`config.mk`:
```
export PLATFORM = sky130hd
export DESIGN_NAME = slot_spin_ctrl
export DESIGN_NICKNAME = d
export VERILOG_FILES = /design/src/rtl/slot_pkg.sv /design/src/rtl/slot_score_eval.sv /design/src/rtl/slot_spin_ctrl.sv
export SDC_FILE = /design/constraint.sdc
export NUM_CORES = 1
export LEC_CHECK = 0
export ABC_AREA = 0
export CORE_MARGIN = 10
export CORE_UTILIZATION = 60
export DETAILED_ROUTE_END_ITERATION = 8
export HOLD_SLACK_MARGIN = 0.12
export PLACE_DENSITY_LB_ADDON = 0.25
export SYNTH_ARGS = -nofsm -noshare
export SYNTH_HDL_FRONTEND = slang
export SYNTH_HIERARCHICAL = 1
export SYNTH_SLANG_ARGS = --single-unit
export TNS_END_PERCENT = 1
```
`constraint.sdc`:
```
create_clock -name clk -period 5.11 [get_ports clk]
set_input_delay 1.022 -clock clk [delete_from_list [all_inputs] [get_ports clk]]
set_output_delay 1.022 -clock clk [all_outputs]
set_load 0.005 [all_outputs]
```
`src/rtl/slot_pkg.sv`:
```
// ---------------------------------------------------------------------------
// slot_pkg
//   Shared types and constants for the slot reel sequencer.
//   - state_t     : spin lifecycle IDLE -> SPIN -> STOP -> SHOW
//   - NUM_REELS   : number of reels on the display
//   - DIGIT_MAX   : highest displayable digit
//   - SCORE_*     : score values produced for the landed digits
//   - next_digit  : one roll step (counts down, 0 wraps to 9)
//   - fold_digit  : maps a raw 4-bit RNG value onto 0..9
// ---------------------------------------------------------------------------
package slot_pkg;

  typedef enum logic [1:0] {
    IDLE = 2'd0,
    SPIN = 2'd1,
    STOP = 2'd2,
    SHOW = 2'd3
  } state_t;

  localparam int unsigned NUM_REELS = 4;

  localparam logic [3:0] DIGIT_MAX   = 4'd9;
  localparam logic [3:0] SCORE_ALL   = 4'd10;
  localparam logic [3:0] SCORE_THREE = 4'd5;
  localparam logic [3:0] SCORE_PAIR  = 4'd1;
  localparam logic [3:0] SCORE_NONE  = 4'd0;

  // Reels roll downwards; 0 wraps back to the top digit.
  function automatic logic [3:0] next_digit(input logic [3:0] d);
    return (d == 4'd0) ? DIGIT_MAX : d - 4'd1;
  endfunction

  // The RNG delivers 0..15; 10..15 fold onto 0..5 so a target is
  // always a digit the reel can actually reach.
  function automatic logic [3:0] fold_digit(input logic [3:0] d);
    return (d > DIGIT_MAX) ? d - 4'd10 : d;
  endfunction

endpackage

```
`src/rtl/slot_score_eval.sv`:
```
// ---------------------------------------------------------------------------
// slot_score_eval
//   Purely combinational scoring of the four landed digits.
//   Ports:
//     d0..d3 : landed digit of reel 0..3
//     score  : SCORE_ALL   when all four digits match
//              SCORE_THREE when any three digits match
//              SCORE_PAIR  when any two digits match
//              SCORE_NONE  otherwise
// ---------------------------------------------------------------------------
module slot_score_eval
  import slot_pkg::*;
(
  input  logic [3:0] d0,
  input  logic [3:0] d1,
  input  logic [3:0] d2,
  input  logic [3:0] d3,
  output logic [3:0] score
);

  logic e01, e02, e03, e12, e13, e23;
  logic all_eq, three_eq, pair_eq;

  always_comb begin
    e01 = (d0 == d1);
    e02 = (d0 == d2);
    e03 = (d0 == d3);
    e12 = (d1 == d2);
    e13 = (d1 == d3);
    e23 = (d2 == d3);

    all_eq   = e01 & e12 & e23;
    // One term per choice of three reels out of four.
    three_eq = (e01 & e12) | (e01 & e13) | (e02 & e23) | (e12 & e23);
    pair_eq  = e01 | e02 | e03 | e12 | e13 | e23;

    if (all_eq) begin
      score = SCORE_ALL;
    end else if (three_eq) begin
      score = SCORE_THREE;
    end else if (pair_eq) begin
      score = SCORE_PAIR;
    end else begin
      score = SCORE_NONE;
    end
  end

endmodule

```
`src/rtl/slot_spin_ctrl.sv`:
```
// ---------------------------------------------------------------------------
// slot_spin_ctrl
//   Spin sequencer for the four-reel slot display. Owns the rolling reel
//   counters and the IDLE -> SPIN -> STOP -> SHOW lifecycle. A spin press
//   rolls all reels for SPIN_CYCLES, captures the RNG targets, lands the
//   reels on their targets one at a time in reel order, then holds the
//   result and its score for SHOW_CYCLES.
//
//   Parameters:
//     STEP_CYCLES : clk cycles per reel step
//     SPIN_CYCLES : clk cycles spent in SPIN
//     SHOW_CYCLES : clk cycles spent in SHOW
//
//   Ports:
//     clk          : system clock
//     rst          : synchronous active-high reset
//     spin         : spin button level, already synchronised to clk
//     tgt0..tgt3   : RNG target digits (raw 0..15) for reels 0..3
//     reel0..reel3 : digit currently shown by each reel, 0..9
//     locked       : bit i set once reel i has landed
//     busy         : high in SPIN, STOP and SHOW
//     done         : one-cycle pulse on entry to SHOW
//     score        : registered score of the landed digits
//     score_valid  : high throughout SHOW
// ---------------------------------------------------------------------------
module slot_spin_ctrl
  import slot_pkg::*;
#(
  parameter int unsigned STEP_CYCLES = 70,
  parameter int unsigned SPIN_CYCLES = 1400,
  parameter int unsigned SHOW_CYCLES = 3500
) (
  input  logic       clk,
  input  logic       rst,
  input  logic       spin,
  input  logic [3:0] tgt0,
  input  logic [3:0] tgt1,
  input  logic [3:0] tgt2,
  input  logic [3:0] tgt3,
  output logic [3:0] reel0,
  output logic [3:0] reel1,
  output logic [3:0] reel2,
  output logic [3:0] reel3,
  output logic [3:0] locked,
  output logic       busy,
  output logic       done,
  output logic [3:0] score,
  output logic       score_valid
);

  // Counter widths sized to the largest value each must hold.
  localparam int unsigned TIMER_MAX = (SPIN_CYCLES > SHOW_CYCLES) ? SPIN_CYCLES : SHOW_CYCLES;
  localparam int unsigned TW        = (TIMER_MAX > 1) ? $clog2(TIMER_MAX) : 1;
  localparam int unsigned SW        = (STEP_CYCLES > 1) ? $clog2(STEP_CYCLES) : 1;

  // -------------------------------------------------------------------------
  // State
  // -------------------------------------------------------------------------
  state_t               state;
  logic [SW-1:0]        step_cnt;
  logic [TW-1:0]        timer;
  logic                 spin_q;
  logic [3:0]           reel_q [NUM_REELS];
  logic [3:0]           tgt_q  [NUM_REELS];
  logic [NUM_REELS-1:0] locked_q;
  logic                 busy_q;
  logic                 done_q;
  logic [3:0]           score_q;
  logic                 score_valid_q;

  // -------------------------------------------------------------------------
  // Combinational helpers
  // -------------------------------------------------------------------------
  logic                 tick;
  logic                 spin_edge;
  logic                 rolling;
  logic [NUM_REELS-1:0] eligible;
  logic [NUM_REELS-1:0] step_en;
  logic [NUM_REELS-1:0] lock_set;
  logic [3:0]           eval_score;

  always_comb begin
    tick      = (step_cnt == SW'(STEP_CYCLES - 1));
    spin_edge = spin & ~spin_q;
    rolling   = (state == IDLE) || (state == SPIN) || (state == STOP);

    // Reel 0 is always eligible; every later reel waits for the registered
    // lock of its predecessor. Only the lowest unlocked reel can therefore
    // be eligible, which limits landing to one reel per tick.
    eligible  = {locked_q[NUM_REELS-2:0], 1'b1};

    step_en   = '0;
    lock_set  = '0;
    if (tick && rolling) begin
      for (int unsigned i = 0; i < NUM_REELS; i++) begin
        if (!locked_q[i]) begin
          if ((state == STOP) && eligible[i] && (reel_q[i] == tgt_q[i])) begin
            lock_set[i] = 1'b1;
          end else begin
            step_en[i] = 1'b1;
          end
        end
      end
    end
  end

  slot_score_eval u_score_eval (
    .d0    (reel_q[0]),
    .d1    (reel_q[1]),
    .d2    (reel_q[2]),
    .d3    (reel_q[3]),
    .score (eval_score)
  );

  // -------------------------------------------------------------------------
  // Sequencer
  // -------------------------------------------------------------------------
  always_ff @(posedge clk) begin
    if (rst) begin
      state         <= IDLE;
      step_cnt      <= '0;
      timer         <= '0;
      spin_q        <= 1'b0;
      locked_q      <= '0;
      busy_q        <= 1'b0;
      done_q        <= 1'b0;
      score_q       <= '0;
      score_valid_q <= 1'b0;
      for (int unsigned i = 0; i < NUM_REELS; i++) begin
        reel_q[i] <= DIGIT_MAX;
        tgt_q[i]  <= '0;
      end
    end else begin
      spin_q <= spin;
      done_q <= 1'b0;

      // Free-running step divider, independent of the lifecycle state.
      step_cnt <= tick ? '0 : step_cnt + 1'b1;

      for (int unsigned i = 0; i < NUM_REELS; i++) begin
        if (step_en[i]) begin
          reel_q[i] <= next_digit(reel_q[i]);
        end
      end

      locked_q <= locked_q | lock_set;

      unique case (state)
        IDLE: begin
          if (spin_edge) begin
            state  <= SPIN;
            timer  <= TW'(SPIN_CYCLES - 1);
            busy_q <= 1'b1;
          end
        end

        SPIN: begin
          if (timer == '0) begin
            state    <= STOP;
            tgt_q[0] <= fold_digit(tgt0);
            tgt_q[1] <= fold_digit(tgt1);
            tgt_q[2] <= fold_digit(tgt2);
            tgt_q[3] <= fold_digit(tgt3);
          end else begin
            timer <= timer - 1'b1;
          end
        end

        STOP: begin
          if (locked_q == '1) begin
            state         <= SHOW;
            score_q       <= eval_score;
            done_q        <= 1'b1;
            score_valid_q <= 1'b1;
            timer         <= TW'(SHOW_CYCLES - 1);
          end
        end

        SHOW: begin
          if (timer == '0) begin
            state         <= IDLE;
            locked_q      <= '0;
            busy_q        <= 1'b0;
            score_valid_q <= 1'b0;
          end else begin
            timer <= timer - 1'b1;
          end
        end
      endcase
    end
  end

  // -------------------------------------------------------------------------
  // Outputs
  // -------------------------------------------------------------------------
  assign reel0       = reel_q[0];
  assign reel1       = reel_q[1];
  assign reel2       = reel_q[2];
  assign reel3       = reel_q[3];
  assign locked      = locked_q;
  assign busy        = busy_q;
  assign done        = done_q;
  assign score       = score_q;
  assign score_valid = score_valid_q;

endmodule
```
## Word-level counts from Yosys, hierarchy flattened

Memories as Yosys holds them, arrays and structs flattened.
Index checks and enable logic that the tools add are counted.

| word-level totals | value |
|---|---|
| input port bits | 19 |
| bits in registers | 33 |
| memories kept | 2 |
| RAM bits | 32 |
| output and inout port bits | 27 |

Memory list:

| name | depth | width | rd ports | clocked after Yosys merged registers in | wr ports | RTL line | text |
|---|---|---|---|---|---|---|---|
| reel_q | 4 | 4 | 4 | 0 | 4 | slot_spin_ctrl.sv:63 | `logic [3:0] reel_q [NUM_REELS];` |
| tgt_q | 4 | 4 | 4 | 0 | 4 | slot_spin_ctrl.sv:64 | `logic [3:0] tgt_q [NUM_REELS];` |

| cells by class | value |
|---|---|
| bitwise logic cells | 25 |
| muxes and demuxes | 72 |
| equal/unequal tests | 20 |
| magnitude comparators | 4 |
| reduce and logical (&&, ||, !) cells | 26 |
| $add $sub $neg | 10 |

Operator list:

| operator | number |
|---|---|
| 2-to-1 mux 4 bit | 22 |
| equality test 4 bit | 10 |
| 2-to-1 mux 1 bit | 39 |
| 2-to-1 mux 12 bit | 3 |
| one-hot mux 12 bit (3 select lines) | 1 |
| greater-than comparator 4 bit (second input constant) | 4 |
| zero test 4 bit | 4 |
| OR 1 bit | 16 |
| subtractor 4 x 1 -> 4 bit (second input constant) | 4 |
| subtractor 4 bit (second input constant) | 4 |
| zero test 12 bit | 1 |
| subtractor 12 x 1 -> 12 bit (second input constant) | 1 |
| AND reduction 3 bit | 3 |
| logical AND 1 bit | 8 |
| 2-to-1 mux 2 bit | 4 |
| one-hot mux 2 bit (4 select lines) | 1 |
| adder 7 x 1 -> 7 bit (second input constant) | 1 |
| equality test 7 bit (second input constant) | 1 |
| bitwise AND 1 bit | 6 |
| inequality test 2 bit (second input constant) | 3 |
| OR reduction 2 bit | 3 |
| equality test 2 bit (second input constant) | 2 |
| equality test 4 bit (second input constant) | 1 |
| inequality test 2 x 1 -> 1 bit (second input constant) | 2 |
| 9 further kinds | 13 |

## Depth between registers and ports, before layout

Gate-level depths: netlist of the first run.

| depth | value |
|---|---|
| depth after elaboration | 10 |
| gate-level depth with buffers | 8 |
| gate-level depth less buffers | 7 |

## By module

The synthesis of the first run kept the hierarchy.

Modules (own cells, without submodules):

| module | times used | cells an instance | seq. area each (µm²) | area each (µm²) |
|---|---|---|---|---|
| slot_spin_ctrl | 1 | 373 | 1621.6 | 3589.7 |
| slot_score_eval | 1 | 37 | 0.0 | 326.6 |

## Worst setup path before layout of the first run

OpenSTA, ideal clock, no wires.

| timing path | value |
|---|---|
| path type | input to register |
| from | input spin |
| to | register timer[7] |
| stages on the path | 5 |
| data required time | 5036 ps |
| library setup time | 74 ps |
| data arrival time | 2217 ps |
| slack | 2819 ps |
| cell sequence | or2b_2 -> a22oi_2 -> o21ai_2 -> or4_1 -> a31oi_1 |

| on the way | value |
|---|---|
| longest elaborated chain between the ends | 3 |

RTL lines:

| element | RTL line | text |
|---|---|---|
| from (decl) | slot_spin_ctrl.sv:35 | `input logic spin,` |
| bitwise AND 1 bit | slot_spin_ctrl.sv:84 | `spin_edge = spin & ~spin_q;` |
| inequality test 2 bit (no source line) | -- |  |
| AND reduction 3 bit (no source line) | -- |  |
| to (signal assigned) | slot_spin_ctrl.sv:152 | `timer <= TW'(SPIN_CYCLES - 1);` |
| to (signal assigned) | slot_spin_ctrl.sv:165 | `timer <= timer - 1'b1;` |
| to (signal assigned) | slot_spin_ctrl.sv:175 | `timer <= TW'(SHOW_CYCLES - 1);` |
| to (decl) | slot_spin_ctrl.sv:61 | `logic [TW-1:0] timer;` |

Every way passes these cells.
A chain may end at the register's enable or synchronous reset.

## Final worst setup path of the first run

| timing path | value |
|---|---|
| from | register state[0] |
| to | register timer[7] |

| on the way | value |
|---|---|
| longest elaborated chain between the ends | 4 |
| elaborated cells on any way between the ends | 10 |
| those cells by class | 6 x eq/ne; 1 x mux; 3 x reduce/logical |

RTL lines:

| element | RTL line | text |
|---|---|---|
| from (decl) | slot_spin_ctrl.sv:59 | `state_t state;` |
| from (signal assigned) | slot_spin_ctrl.sv:120 | `state <= IDLE;` |
| from (signal assigned) | slot_spin_ctrl.sv:151 | `state <= SPIN;` |
| from (signal assigned) | slot_spin_ctrl.sv:159 | `state <= STOP;` |
| equality test 2 x 1 -> 1 bit / equality test 2 bit (equally long branches) | slot_spin_ctrl.sv:148 | `unique case (state)` |
| OR reduction 2 bit (no source line) | -- |  |
| inequality test 2 bit (no source line) | -- |  |
| AND reduction 3 bit (no source line) | -- |  |

Several ways; a longest one is shown, not always the timed one.

==> flow_metrics.py, run 1 <==
metrics = {
    "hold_path": {
        "whs_endpoint": "step_cnt[0]",
        "min_from": "step_cnt[0]",
        "hold_depth": 1,
        "hold_path.class": "reg -> reg",
    },
    "layout": {
        "drive_above_1_share_pct": 8.03,
        "syn_to_final_growth_pct": 16.4,
        "postLayoutCoreUtil_pct": 71.8,
        "fillers": 477,
        "antenna_cells": 0,
        "multi_input_area_mm2": 0.00210,
        "ff_latch_area_mm2": 0.00162,
        "finalNetCount": 492,
        "final_common_cell": "nor2_1",
        "stdcell_count": 538,
        "layout_common_cells": "nor2_1, clkdlybuf4s50_1, dfxtp_1",
    },
    "synthesis": {
        "yosys_warnings": 6,
        "synth_area_mm2": 0.00392,
        "synth_cell_types": 66,
        "ys_ff_latch": 65,
        "synth-edff-count": 32,
        "synth.avg_cell_area_um2": 9.55,
        "ys_async_sr_fraction_pct": 0,
        "netlist_instances": 410,
        "ys_seq_area_share_pct": 41.4,
        "syn_nets": 446,
        "ys.flop_type": "dfxtp_1",
    },
    "sta": {
        "skew_ns": 0.00774,
        "relSlewSlack_pct": 48.7,
        "max_freq_mhz": 371,
        "grt_setup_unrepaired": "no",
        "tightest_slew_ns": 0.762,
        "hold_viol_final": 0,
        "fin_crit_sh_pct": 52.8,
        "tns_ns": 0,
        "fin_crit_ns": 2.70,
        "setup_viol": 0,
        "final_max_slew_viol_count": 0,
        "finalWorstSetupSlack_ns": 2.41,
    },
    "clocking": {
        "cts_root_buf": "clkbuf_8",
        "cts-htree-levels": 3,
        "ctsResizeCount": 0,
        "cts_inserted_buffers": 9,
        "cts_tree": "done",
        "hold_buffers": 0,
        "clk_latency_ns": 0.34,
        "cts_setup_buffers": 0,
        "cts_sinks": 65,
        "path_clk_slew_ns": 0.07,
        "cts_buffer_depth": 2,
    },
    "pwr": {
        "ir_drop_mv": 0.385,
        "leakage_nw": 1.71,
        "powerDensity_mw_per_mm2": 360,
    },
    "global_routing": {
        "grt_pass1_vias": 2921,
        "grt_max_degree": 34,
        "grt_use_met1_pct": 22.8,
        "grt.overflow.total": 0,
        "grtUsageTotal_pct": 17.9,
        "antenna_found_initial": 0,
        "grt.busiest_layer": "met2",
        "use_met2_pct": 28.6,
        "grt_pass1_wl_um": 14600,
        "met3_usage_pct": 5.14,
    },
    "drt": {
        "wl_per_cell_um": 16.4,
        "ant_nets": 0,
        "drc_errors": 0,
        "dr.pass1.iters": 5,
        "vias": 3148,
        "drt_wl_total_um": 8850,
        "drtIter0Drc": 277,
        "via_per_inst": 5.85,
    },
    "run": {
        "drv_cap": 0,
    },
    "floorplan": {
        "die_h_um": 101,
        "rows": 29,
        "ios": 46,
        "fp.dieArea_mm2": 0.0102,
        "dieWidth_um": 101,
        "initial_core_util_pct": 61.7,
        "core_area_mm2": 0.00635,
    },
    "worst_setup_path": {
        "reg2reg_from": "state[0]",
        "crit_path_end_kind": "flip-flop",
        "timing.reg2reg.setup_slack_ns": 2.41,
        "worstPathRequired_ns": 5.37,
        "r2r-end": "timer[7]",
        "crit_path_max_fanout": 14,
        "startpoint_type": "flip-flop",
        "reg2reg_depth": 6,
        "worstPathArrival_ns": 2.96,
        "critical_path_class": "reg -> reg",
    },
    "placement": {
        "dp_cells": 522,
        "dp_hpwl_um": 6560,
        "io_buffers": 45,
        "pre_cts_ws_ns": 2.13,
        "gp_congestion": 0.891,
    },
    "run_status": {
        "outcome": "finished clean",
    },
}
## per-layer routing
layer	up-vias	share of wire, %	wire (um)
met4	0	1.4	124
met3	10	5.6	492
met1	1490	43	3840
li1	1551	-	-
met2	97	50	4400
met5	-	0	0
## Yosys cell counts, types with 2 or more instances
library cell | count | share of area [%]
nor2b_1 | 5 | 0.80
nand2_1 | 27 | 2.6
buf_4 | 4 | 0.77
o22ai_1 | 2 | 0.32
clkbuf_1 | 2 | 0.19
inv_1 | 29 | 2.8
mux2_2 | 3 | 0.86
a31oi_1 | 9 | 1.4
o32ai_1 | 2 | 0.45
nand3b_1 | 2 | 0.38
xnor2_1 | 29 | 6.5
a211oi_1 | 5 | 0.96
a32oi_1 | 2 | 0.45
nor3_1 | 8 | 1.0
ha_1 | 17 | 5.4
a21oi_1 | 20 | 2.6
mux2i_1 | 7 | 1.8
xor2_1 | 21 | 4.7
buf_6 | 3 | 0.86
nand4_1 | 4 | 0.64
or4_1 | 2 | 0.38
and3_1 | 3 | 0.48
dfxtp_1 | 33 | 17
nor3b_1 | 3 | 0.58
nor4_1 | 4 | 0.64
nand4b_1 | 2 | 0.45
nor2_1 | 58 | 5.6
o21ai_0 | 16 | 2.0
a41oi_1 | 2 | 0.45
nand3_1 | 12 | 1.5
a21o_1 | 6 | 1.2
nand2b_1 | 3 | 0.48
edfxtp_1 | 32 | 25
## cell type report
| cell class | instances | share of cell area, % |
|---|---|---|
| clock inverters | 3 | 0.357 |
| clock buffers | 13 | 3.49 |
| multi-input cells | 305 | 46.0 |
| well taps | 77 | 2.11 |
| inverters | 29 | 2.39 |
| flip-flops and latches | 65 | 35.6 |
| repair buffers | 46 | 10.0 |
## registers in the layout (all words and copies together), names as in the netlist
register,flops
busy,1
reel_q,16
locked,4
tgt_q,16
state,2
spin_q,1
done,1
score_valid,1
score,4
step_cnt,7
timer,12
## per-stage QoR
stage	power, mW	hold WS, ns	instance area (um^2)
after floorplan	1.13	0.430	3920
after global placement	1.23	0.447	4380
after detailed placement	1.25	0.479	4380
after CTS	1.64	0.496	4560
after global routing	1.75	0.531	4560
final	1.64	0.482	4560
## worst max path at each step
stage / startpoint / endpoint
3_3_place_gp: spin / timer[7]
2_1_floorplan: spin / timer[7]
6_report: state[0] / timer[7]
3_5_place_dp: spin / timer[7]
4_1_cts: state[0] / timer[7]
5_1_grt: state[0] / timer[7]
## kinds of logic after synthesis
kind of cell             share of synthesized area (%)
AO/OA/AOI/OAI                                     14.0
AND/OR/NAND/NOR                                   20.3
buffers and inverters                             5.05
flip-flops                                        41.4
multiplexers                                      2.65
XOR/XNOR                                          11.2
adder cells (fa/ha/maj)                           5.43
## worst max-delay path, cell delays in order (launching register included)
cell,delay (ns)
dfxtp_1,0.65
inv_1,0.37
ha_1,0.42
a22oi_2,0.27
o21ai_2,0.21
or4_1,0.52
a31oi_1,0.18
## where the power goes
part / internal (mW) / switching, mW
Combinational: 0.231 / 0.311
Sequential: 0.615 / 0.0946
Clock: 0.202 / 0.189
Total: 1.05 / 0.594
Power figures use the tool's default switching activity.
==> run 2, diff against run 1 <==
--- a/config.mk
+++ b/config.mk
@@ -7,7 +7,7 @@
 export LEC_CHECK = 0
 export ABC_AREA = 0
 export CORE_MARGIN = 10
-export CORE_UTILIZATION = 60
+export CORE_UTILIZATION = 56
 export DETAILED_ROUTE_END_ITERATION = 8
 export HOLD_SLACK_MARGIN = 0.12
 export PLACE_DENSITY_LB_ADDON = 0.25
==> constraint.sdc (replaced) <==
create_clock -name clk -period 2.53 [get_ports clk]
set_input_delay 0.506 -clock clk [delete_from_list [all_inputs] [get_ports clk]]
set_output_delay 0.506 -clock clk [all_outputs]
set_load 0.005 [all_outputs]
==> run 2 against run 1 <==
Compared with the run above:
- clock power increased by 130%
- utilization decreased by 3.2 points
- fmax increased by 29%
- sequential share of layout area decreased by 0.76 points
- wire length decreased by 0.12%
- total power increased by 110%
- die area increased by 5.7%
- clock-buffer cell count decreased by 2
- highest routed layer unchanged
- largest cell class unchanged
- worst setup slack got worse by 2.0 ns
==> flow_metrics.py, run 2 (synthesized netlist as in run 1, its figures left out) <==
metrics = {
    "drt": {
        "ant_nets": 0,
        "drc_errors": 0,
        "dr.pass1.iters": 5,
        "drtIter0Drc": 206,
        "wl_per_cell_um": 15.7,
        "via_per_inst": 5.63,
        "drt_wl_total_um": 8840,
        "vias": 3171,
    },
    "floorplan": {
        "initial_core_util_pct": 57.6,
        "dieWidth_um": 104,
        "rows": 30,
        "fp.dieArea_mm2": 0.0107,
        "ios": 46,
        "die_h_um": 104,
        "core_area_mm2": 0.00679,
    },
    "sta": {
        "relSlewSlack_pct": 63.8,
        "skew_ns": 0.0123,
        "fin_crit_ns": 2.10,
        "tightest_slew_ns": 0.542,
        "grt_setup_unrepaired": "no",
        "hold_ws_ns": 0.466,
        "max_freq_mhz": 477,
        "setup_viol": 0,
        "tns_ns": 0,
        "hold_viol_final": 0,
        "fin_crit_sh_pct": 82.8,
        "final_max_slew_viol_count": 0,
    },
    "clocking": {
        "clk_latency_ns": 0.34,
        "cts_root_buf": "clkbuf_8",
        "cts-htree-levels": 3,
        "hold_buffers": 0,
        "cts_inserted_buffers": 9,
        "cts_sinks": 65,
        "ctsResizeCount": 0,
        "cts_tree": "done",
        "path_clk_slew_ns": 0.07,
        "cts_setup_buffers": 0,
        "cts_buffer_depth": 2,
    },
    "layout": {
        "finalNetCount": 498,
        "final_common_cell": "nor2_1",
        "multi_input_area_mm2": 0.00210,
        "largestRegisters": "reel_q: 16 flops, tgt_q: 16 flops, timer: 12 flops",
        "fillers": 550,
        "ff_latch_area_mm2": 0.00162,
        "layout_common_cells": "nor2_1, clkdlybuf4s50_1, dfxtp_1",
        "antenna_cells": 0,
        "stdcell_count": 563,
        "drive_above_1_share_pct": 9.42,
        "syn_to_final_growth_pct": 18.9,
    },
    "worst_setup_path": {
        "cp_top_family": "simple AND/OR/NAND/NOR gates",
        "crit_path_max_fanout": 13,
        "critical_path_class": "reg -> reg",
        "startpoint_type": "flip-flop",
        "worst-path-buf-inv": 1,
        "cpMaxStageDelayCell": "nor4b_4",
        "worstPathCellList": "buf_4 > ha_1 > nor4b_4 > o311ai_1 > a21oi_1 > nand2_1",
        "worstPathRequired_ns": 2.61,
        "worstPathArrival_ns": 2.17,
        "slowest_delay_ns": 0.51,
        "crit_path_end_kind": "flip-flop",
    },
    "pwr": {
        "leakage_nw": 1.76,
        "powerDensity_mw_per_mm2": 748,
        "ir_drop_mv": 0.581,
    },
    "global_routing": {
        "grt_pass1_vias": 3131,
        "antenna_found_initial": 0,
        "grt.overflow.total": 0,
        "grtUsageTotal_pct": 16.2,
        "grt_pass1_wl_um": 14900,
        "grt_max_degree": 33,
    },
    "run": {
        "drv_cap": 0,
    },
    "placement": {
        "dp_hpwl_um": 6610,
        "io_buffers": 45,
        "dp_cells": 547,
        "gp_congestion": 0.841,
    },
    "run_status": {
        "outcome": "finished clean",
    },
    "hold_path": {
        "hold_path.class": "reg -> reg",
    },
}
run 2: cell types whose count changed in the layout (fill, tap and decap cells not counted):
| cell | before | now |
|---|---|---|
| clkbuf_1 | 2 | 0 |
| inv_6 | 0 | 1 |
| clkinv_4 | 0 | 1 |
| clkinv_2 | 2 | 1 |
| clkinv_1 | 0 | 1 |
| buf_4 | 1 | 7 |
| clkbuf_16 | 0 | 2 |
| clkbuf_8 | 11 | 9 |
run 2: metal layers:
| layer | vias up | global-route usage, % | wire (um) |
|---|---|---|---|
| li1 | 1574 | - | - |
| met1 | 1490 | 20.8 | 4010 |
| met2 | 96 | 25.8 | 4100 |
| met3 | 11 | 3.97 | 629 |
| met4 | 0 | 5.65 | 102 |
| met5 | - | 0 | 0 |
run 2: cell type report:
| cell class | instances | share of cell area, % |
|---|---|---|
| multi-input cells | 305 | 45.0 |
| flip-flops and latches | 65 | 34.8 |
| repair buffers | 52 | 10.8 |
| clock buffers | 11 | 3.73 |
| well taps | 96 | 2.58 |
| inverters | 29 | 2.34 |
| clock inverters | 5 | 0.699 |
run 2: final timing paths:
check	start	end	slack, ns	cells past startpoint
max	state[0]	reel_q[2][0]	0.43	6
min	step_cnt[0]	step_cnt[0]	0.47	1
max reg2reg	state[0]	reel_q[2][0]	0.43	6
min reg2reg	step_cnt[0]	step_cnt[0]	0.47	1
run 2: power breakdown:
group	internal [mW]	switching, mW
clock	0.476	0.415
sequential	1.24	0.167
combinational	0.511	0.673
total	2.23	1.25
run 2: per-stage QoR:
step                      cell area [um^2]  setup WS (ns)  total power [mW]  util, %
after floorplan                       3920          0.561              2.28        -
after global placement                4450          0.227              2.54     65.5
after detailed placement              4450          0.181              2.59     65.5
after CTS                             4660          0.453              3.48     68.5
after global routing                  4660          0.295              3.69     68.5
final                                 4660          0.434              3.48     68.5
==> run 3, diff against run 2 <==
==> constraint.sdc (replaced) <==
create_clock -name clk -period 2.2 [get_ports clk]
set_input_delay 0.44 -clock clk [delete_from_list [all_inputs] [get_ports clk]]
set_output_delay 0.44 -clock clk [all_outputs]
set_load 0.005 [all_outputs]
==> run 3 against run 2 <==
Compared with the run above:
- worst setup slack worse by 0.24 ns
- utilization is 0.74 points higher
- sequential share of layout area decreased by 0.37 points
- clock-buffer cell count up 3
- worst hold slack got worse by 0.0082 ns
- via count decreased by 0.66%
- total power up 17%
- combinational power increased by 24%
- clock skew fell by 0.0039 ns
- register-to-register slack worse by 0.23 ns
- wire length decreased by 1.2%
- global-route usage down 0.16 points
- critical path type is now reg -> out
- largest power group unchanged
==> flow_metrics.py, run 3 (synthesized netlist as in run 1, its figures left out) <==
metrics = {
    "worst_setup_path": {
        "worstPathRequired_ns": 1.76,
        "worst-path-buf-inv": 1,
        "slowest_delay_ns": 0.63,
        "crit_path_end_kind": "primary output",
        "cpMaxStageDelayCell": "edfxtp_1",
        "reg2reg_depth": 6,
        "startpoint_type": "flip-flop",
        "timing.reg2reg.setup_slack_ns": 0.20,
        "reg2reg_from": "timer[4]",
        "worstPathArrival_ns": 1.57,
        "crit_path_max_fanout": 9,
        "cp_top_family": "flip-flops",
        "critical_path_class": "reg -> out",
        "worstPathCellList": "clkdlybuf4s50_1",
        "r2r-end": "timer[2]",
    },
    "floorplan": {
        "die_h_um": 104,
        "initial_core_util_pct": 57.6,
        "rows": 30,
        "core_area_mm2": 0.00679,
        "dieWidth_um": 104,
        "ios": 46,
        "fp.dieArea_mm2": 0.0107,
    },
    "global_routing": {
        "grtUsageTotal_pct": 16.0,
        "grt_max_degree": 33,
        "grt_pass1_vias": 3108,
        "grt_pass1_wl_um": 14600,
        "antenna_found_initial": 0,
        "grt.overflow.total": 0,
    },
    "layout": {
        "antenna_cells": 0,
        "layout_common_cells": "nor2_1, clkdlybuf4s50_1, dfxtp_1",
        "drive_above_1_share_pct": 10.2,
        "syn_to_final_growth_pct": 20.2,
        "final_common_cell": "nor2_1",
        "finalNetCount": 503,
        "fillers": 526,
        "largestRegisters": "reel_q: 16 flops, tgt_q: 16 flops, timer: 12 flops",
    },
    "clocking": {
        "cts_setup_buffers": 0,
        "cts_root_buf": "clkbuf_8",
        "path_clk_slew_ns": 0.07,
        "cts_tree": "done",
        "cts-htree-levels": 3,
        "cts_buffer_depth": 2,
        "hold_buffers": 0,
        "ctsResizeCount": 0,
        "cts_inserted_buffers": 9,
        "cts_sinks": 65,
        "clk_latency_ns": 0.34,
    },
    "hold_path": {
        "min_from": "step_cnt[0]",
        "hold_depth": 1,
        "whs_endpoint": "step_cnt[0]",
        "hold_path.class": "reg -> reg",
    },
    "sta": {
        "setup_viol": 0,
        "final_max_slew_viol_count": 0,
        "relSlewSlack_pct": 66.1,
        "max_freq_mhz": 498,
        "tightest_slew_ns": 0.505,
        "tns_ns": 0,
        "skew_ns": 0.00846,
        "grt_setup_unrepaired": "no",
        "hold_viol_final": 0,
        "fin_crit_sh_pct": 91.4,
        "fin_crit_ns": 2.01,
    },
    "pwr": {
        "total_power_mw": 4.06,
        "powerDensity_mw_per_mm2": 862,
        "ir_drop_mv": 0.695,
        "leakage_nw": 1.78,
    },
    "drt": {
        "wl_per_cell_um": 15.4,
        "vias": 3150,
        "ant_nets": 0,
        "drt_wl_total_um": 8730,
        "dr.pass1.iters": 5,
        "drc_errors": 0,
        "drtIter0Drc": 282,
        "via_per_inst": 5.55,
    },
    "run_status": {
        "outcome": "finished clean",
    },
    "run": {
        "drv_cap": 0,
    },
    "placement": {
        "dp_hpwl_um": 6470,
        "io_buffers": 45,
        "gp_congestion": 0.862,
    },
}
==> run 3: changes by cell type in the layout (fill, tap and decap cells not counted), sizes merged <==
cell,previous run,this run
clkbuf,11,14
clkinv,3,2
buf,7,12
inv,31,29
==> run 3: per-layer routing <==
| metal | track usage, % | part of all wire (%) | vias up |
|---|---|---|---|
| li1 | - | - | 1579 |
| met1 | 20.3 | 44 | 1449 |
| met2 | 25.3 | 47 | 111 |
| met3 | 4.03 | 7.5 | 11 |
| met4 | 6.75 | 1.4 | 0 |
| met5 | 0 | 0 | - |
==> run 3: worst max path at each step <==
stage                     slack, ns  endpoint  depth (start not counted)    startpoint
after floorplan                0.23  timer[7]                          7      state[0]
after global placement        -0.03  timer[7]                          6          spin
after detailed placement      -0.08  timer[7]                          6          spin
after CTS                      0.18  reel1[2]                          1  reel_q[1][2]
after global routing           0.05  timer[2]                          6      timer[2]
final                          0.19  reel1[2]                          1  reel_q[1][2]
==> run 3: final cells by class <==
cell class,count,area [um^2],area share [%]
multi-input combinational,305,2100,44.6
sequential,65,1620,34.4
timing repair buffer,57,566,12.0
clock buffer,14,184,3.91
tap,96,120,2.55
inverter,29,109,2.31
clock inverter,2,10.0,0.213
==> run 3: per-stage QoR <==
step	setup slack, ns	instances	area (um^2)	util (%)	hold slack, ns
6_report	0.190	568	4710	69.3	0.458
5_1_grt	0.0549	568	4710	69.3	0.487
4_1_cts	0.178	568	4710	69.3	0.467
3_5_place_dp	-0.0826	552	4510	66.4	0.459
3_3_place_gp	-0.0314	552	4510	66.4	0.441
2_1_floorplan	0.231	410	3920	-	0.430
==> run 3: report_power, final <==
group,internal [mW],total (mW),switching [mW],leakage (nW)
registers,1.43,1.62,0.195,0.592
logic,0.659,1.46,0.802,1.09
clock network,0.537,0.973,0.437,0.102
total,2.62,4.06,1.43,1.78
==> RTL change, RTL diff (config.mk and constraints of run 2) <==
Set the parameter `SHOW_CYCLES` to 1750 (it was 3500).
--- a/src/rtl/slot_spin_ctrl.sv
+++ b/src/rtl/slot_spin_ctrl.sv
@@ -28,7 +28,7 @@
 #(
   parameter int unsigned STEP_CYCLES = 70,
   parameter int unsigned SPIN_CYCLES = 1400,
-  parameter int unsigned SHOW_CYCLES = 3500
+  parameter int unsigned SHOW_CYCLES = 1750
 ) (
   input  logic       clk,
   input  logic       rst,
Check against the original RTL: no difference found for any inputs over 10 cycles, from zero or initial values and one cycle with rst high; that may be too few to reach the edited logic, so the function may still have changed.
==> RTL change against run 2 <==
Wire length is 0.55% lower. Final area is 2.4% lower. Setup slack worse by 0.12 ns. Power is 5.3% lower. Sequential cell count is 1 lower. Critical endpoint is now reel_q[3][3]. Non-clock buffer count is 9 higher. Area after synthesis is 5.0% lower. Clock skew is 0.0029 ns lower.
==> RTL change: results (changes against run 2) <==
{
  "status": {
    "status": "complete, no violations"
  },
  "critical_path": {
    "timing.critical_path.fanout_max": {"value": 8, "change": "-5"},
    "regToRegSetupSlack": {"value": 0.31, "unit": "ns", "change": "-0.12 ns"},
    "arrival": {"value": 2.31, "unit": "ns", "change": "+0.14 ns"},
    "origin_of_the_worst_setup_path": "step_cnt[0]",
    "cpMaxStageDelayCell": "sky130_fd_sc_hd__or3_1"
  },
  "drt": {
    "totalWireLength": {"value": 8790, "unit": "um", "change": "-0.55%"},
    "drt_iter0_markers": {"value": 208, "change": "+0.97%"},
    "vias_per_cell": {"value": 5.68, "change": "+0.78%"}
  },
  "place": {
    "hpwl": {"value": 6410, "unit": "um", "change": "-3.1%"},
    "placement.cell_area": {"value": 0.00433, "unit": "mm^2", "change": "-2.7%"},
    "dp_slack": {"value": 0.273, "unit": "ns", "change": "+0.0919 ns"},
    "gp_congestion": {"value": 0.806, "change": "-4.2%"},
    "place.detailed.instances": {"value": 518, "change": "-5.3%"}
  },
  "pwr": {
    "vdd_drop_max": {"value": 0.476, "unit": "mV", "change": "-18%"},
    "total_leakage_power": {"value": 1.73, "unit": "nW", "change": "-1.6%"}
  },
  "global_route": {
    "grt_max_degree": {"value": 30, "change": "-9.1%"},
    "vias_in_the_first_global_route": {"value": 2900, "change": "-7.4%"},
    "grt.total_usage": {"value": 17.5, "unit": "%", "change": "+1.3 points"}
  },
  "clock_network": {
    "worst_skew_pair.late_latency_ns": 0.35
  },
  "sta": {
    "post-route-min-period": {"value": 2.22, "unit": "ns", "change": "+0.123 ns"},
    "worst_pin_slew": {"value": 0.756, "unit": "ns", "change": "+0.215 ns"},
    "worst_clock_skew": {"value": 0.00939, "unit": "ns", "change": "-0.00293 ns"}
  },
  "layout": {
    "number_of_nets_in_the_layout": {"value": 487, "change": "-2.2%"},
    "layout.filler_cells": {"value": 490, "change": "-11%"},
    "largest_registers_ranked_by_flip_flop_count": "reel_q (16), tgt_q (16), timer (11)",
    "share_of_cells_above_drive_strength_1": {"value": 9.41, "unit": "%", "change": "-0.013 points"}
  },
  "yosys": {
    "postSynthCellCount": {"value": 390, "change": "-4.9%"},
    "netlist-cell-type-count": {"value": 54, "change": "-18%"},
    "synth_seq_area_share": {"value": 43.1, "unit": "%", "change": "+1.6 points"},
    "synth.net_count": {"value": 425, "change": "-4.7%"},
    "yosys-top-cells-area": "sky130_fd_sc_hd__edfxtp_1, sky130_fd_sc_hd__dfxtp_1, sky130_fd_sc_hd__xnor2_1",
    "ys_warn_count": {"value": 6, "change": "unchanged"}
  }
}
==> RTL change: changes by cell type after synthesis, moves of 3 or more <==
cell and delta:
sky130_fd_sc_hd__nand2_1 -6, sky130_fd_sc_hd__a2111o_1 +4, sky130_fd_sc_hd__a31oi_1 -5, sky130_fd_sc_hd__nor3_1 +4, sky130_fd_sc_hd__a2111oi_2 +4, sky130_fd_sc_hd__inv_1 -5
sky130_fd_sc_hd__o21ai_1 +3
==> RTL change: cell type report <==
class	instances	area, um^2	share of cell area (%)
timing repair buffer	61	571	12.6
tap	77	96.3	2.12
multi-input combinational	291	1970	43.3
clock buffer	15	208	4.57
sequential	64	1600	35.2
inverter	25	93.8	2.06
clock inverter	1	5.00	0.110
==> RTL change: worst reg2reg max path, stage by stage (launching register included) <==
cell,delay (ns)
sky130_fd_sc_hd__dfxtp_1,0.39
sky130_fd_sc_hd__ha_1,0.16
sky130_fd_sc_hd__nor4bb_1,0.22
sky130_fd_sc_hd__nand3b_1,0.15
sky130_fd_sc_hd__or3_1,0.50
sky130_fd_sc_hd__a2111oi_2,0.44
sky130_fd_sc_hd__nand2_1,0.10
==> RTL change: how the worst min path moves through the flow <==
stage                  endpoint  cells after the start
CTS                 step_cnt[0]                      1
global route           timer[1]                      2
detailed placement  step_cnt[0]                      1
floorplan           step_cnt[0]                      1
global placement    step_cnt[0]                      1
finish              step_cnt[0]                      1
==> RTL change: cell families (layout without fill, tap and decap cells) <==
family | Yosys count | in the layout | synth area share (%)
xor gates and xnor gates | 53 | 53 | 12.5
buffers and inverters | 35 | 102 | 4.00
and+or+nand+nor | 138 | 138 | 18.2
muxes | 10 | 10 | 2.72
AOI/OAI and AO/OA | 74 | 74 | 14.2
adders and majority gates | 16 | 16 | 5.38
DFF | 64 | 64 | 43.1
==> RTL change: power by group <==
part / switching, mW / leakage (nW) / internal, mW / total [mW]
Clock: 0.393 / 0.111 / 0.522 / 0.915
Combinational: 0.587 / 1.02 / 0.443 / 1.03
Sequential: 0.135 / 0.594 / 1.22 / 1.35
==> RTL change: routing by layer <==
layer,up-vias,wire length (um),track usage [%]
met1,1417,3800,22.3
li1,1504,-,-
met4,0,116,7.18
met3,11,724,5.04
met2,99,4150,27.3
met5,-,0,0
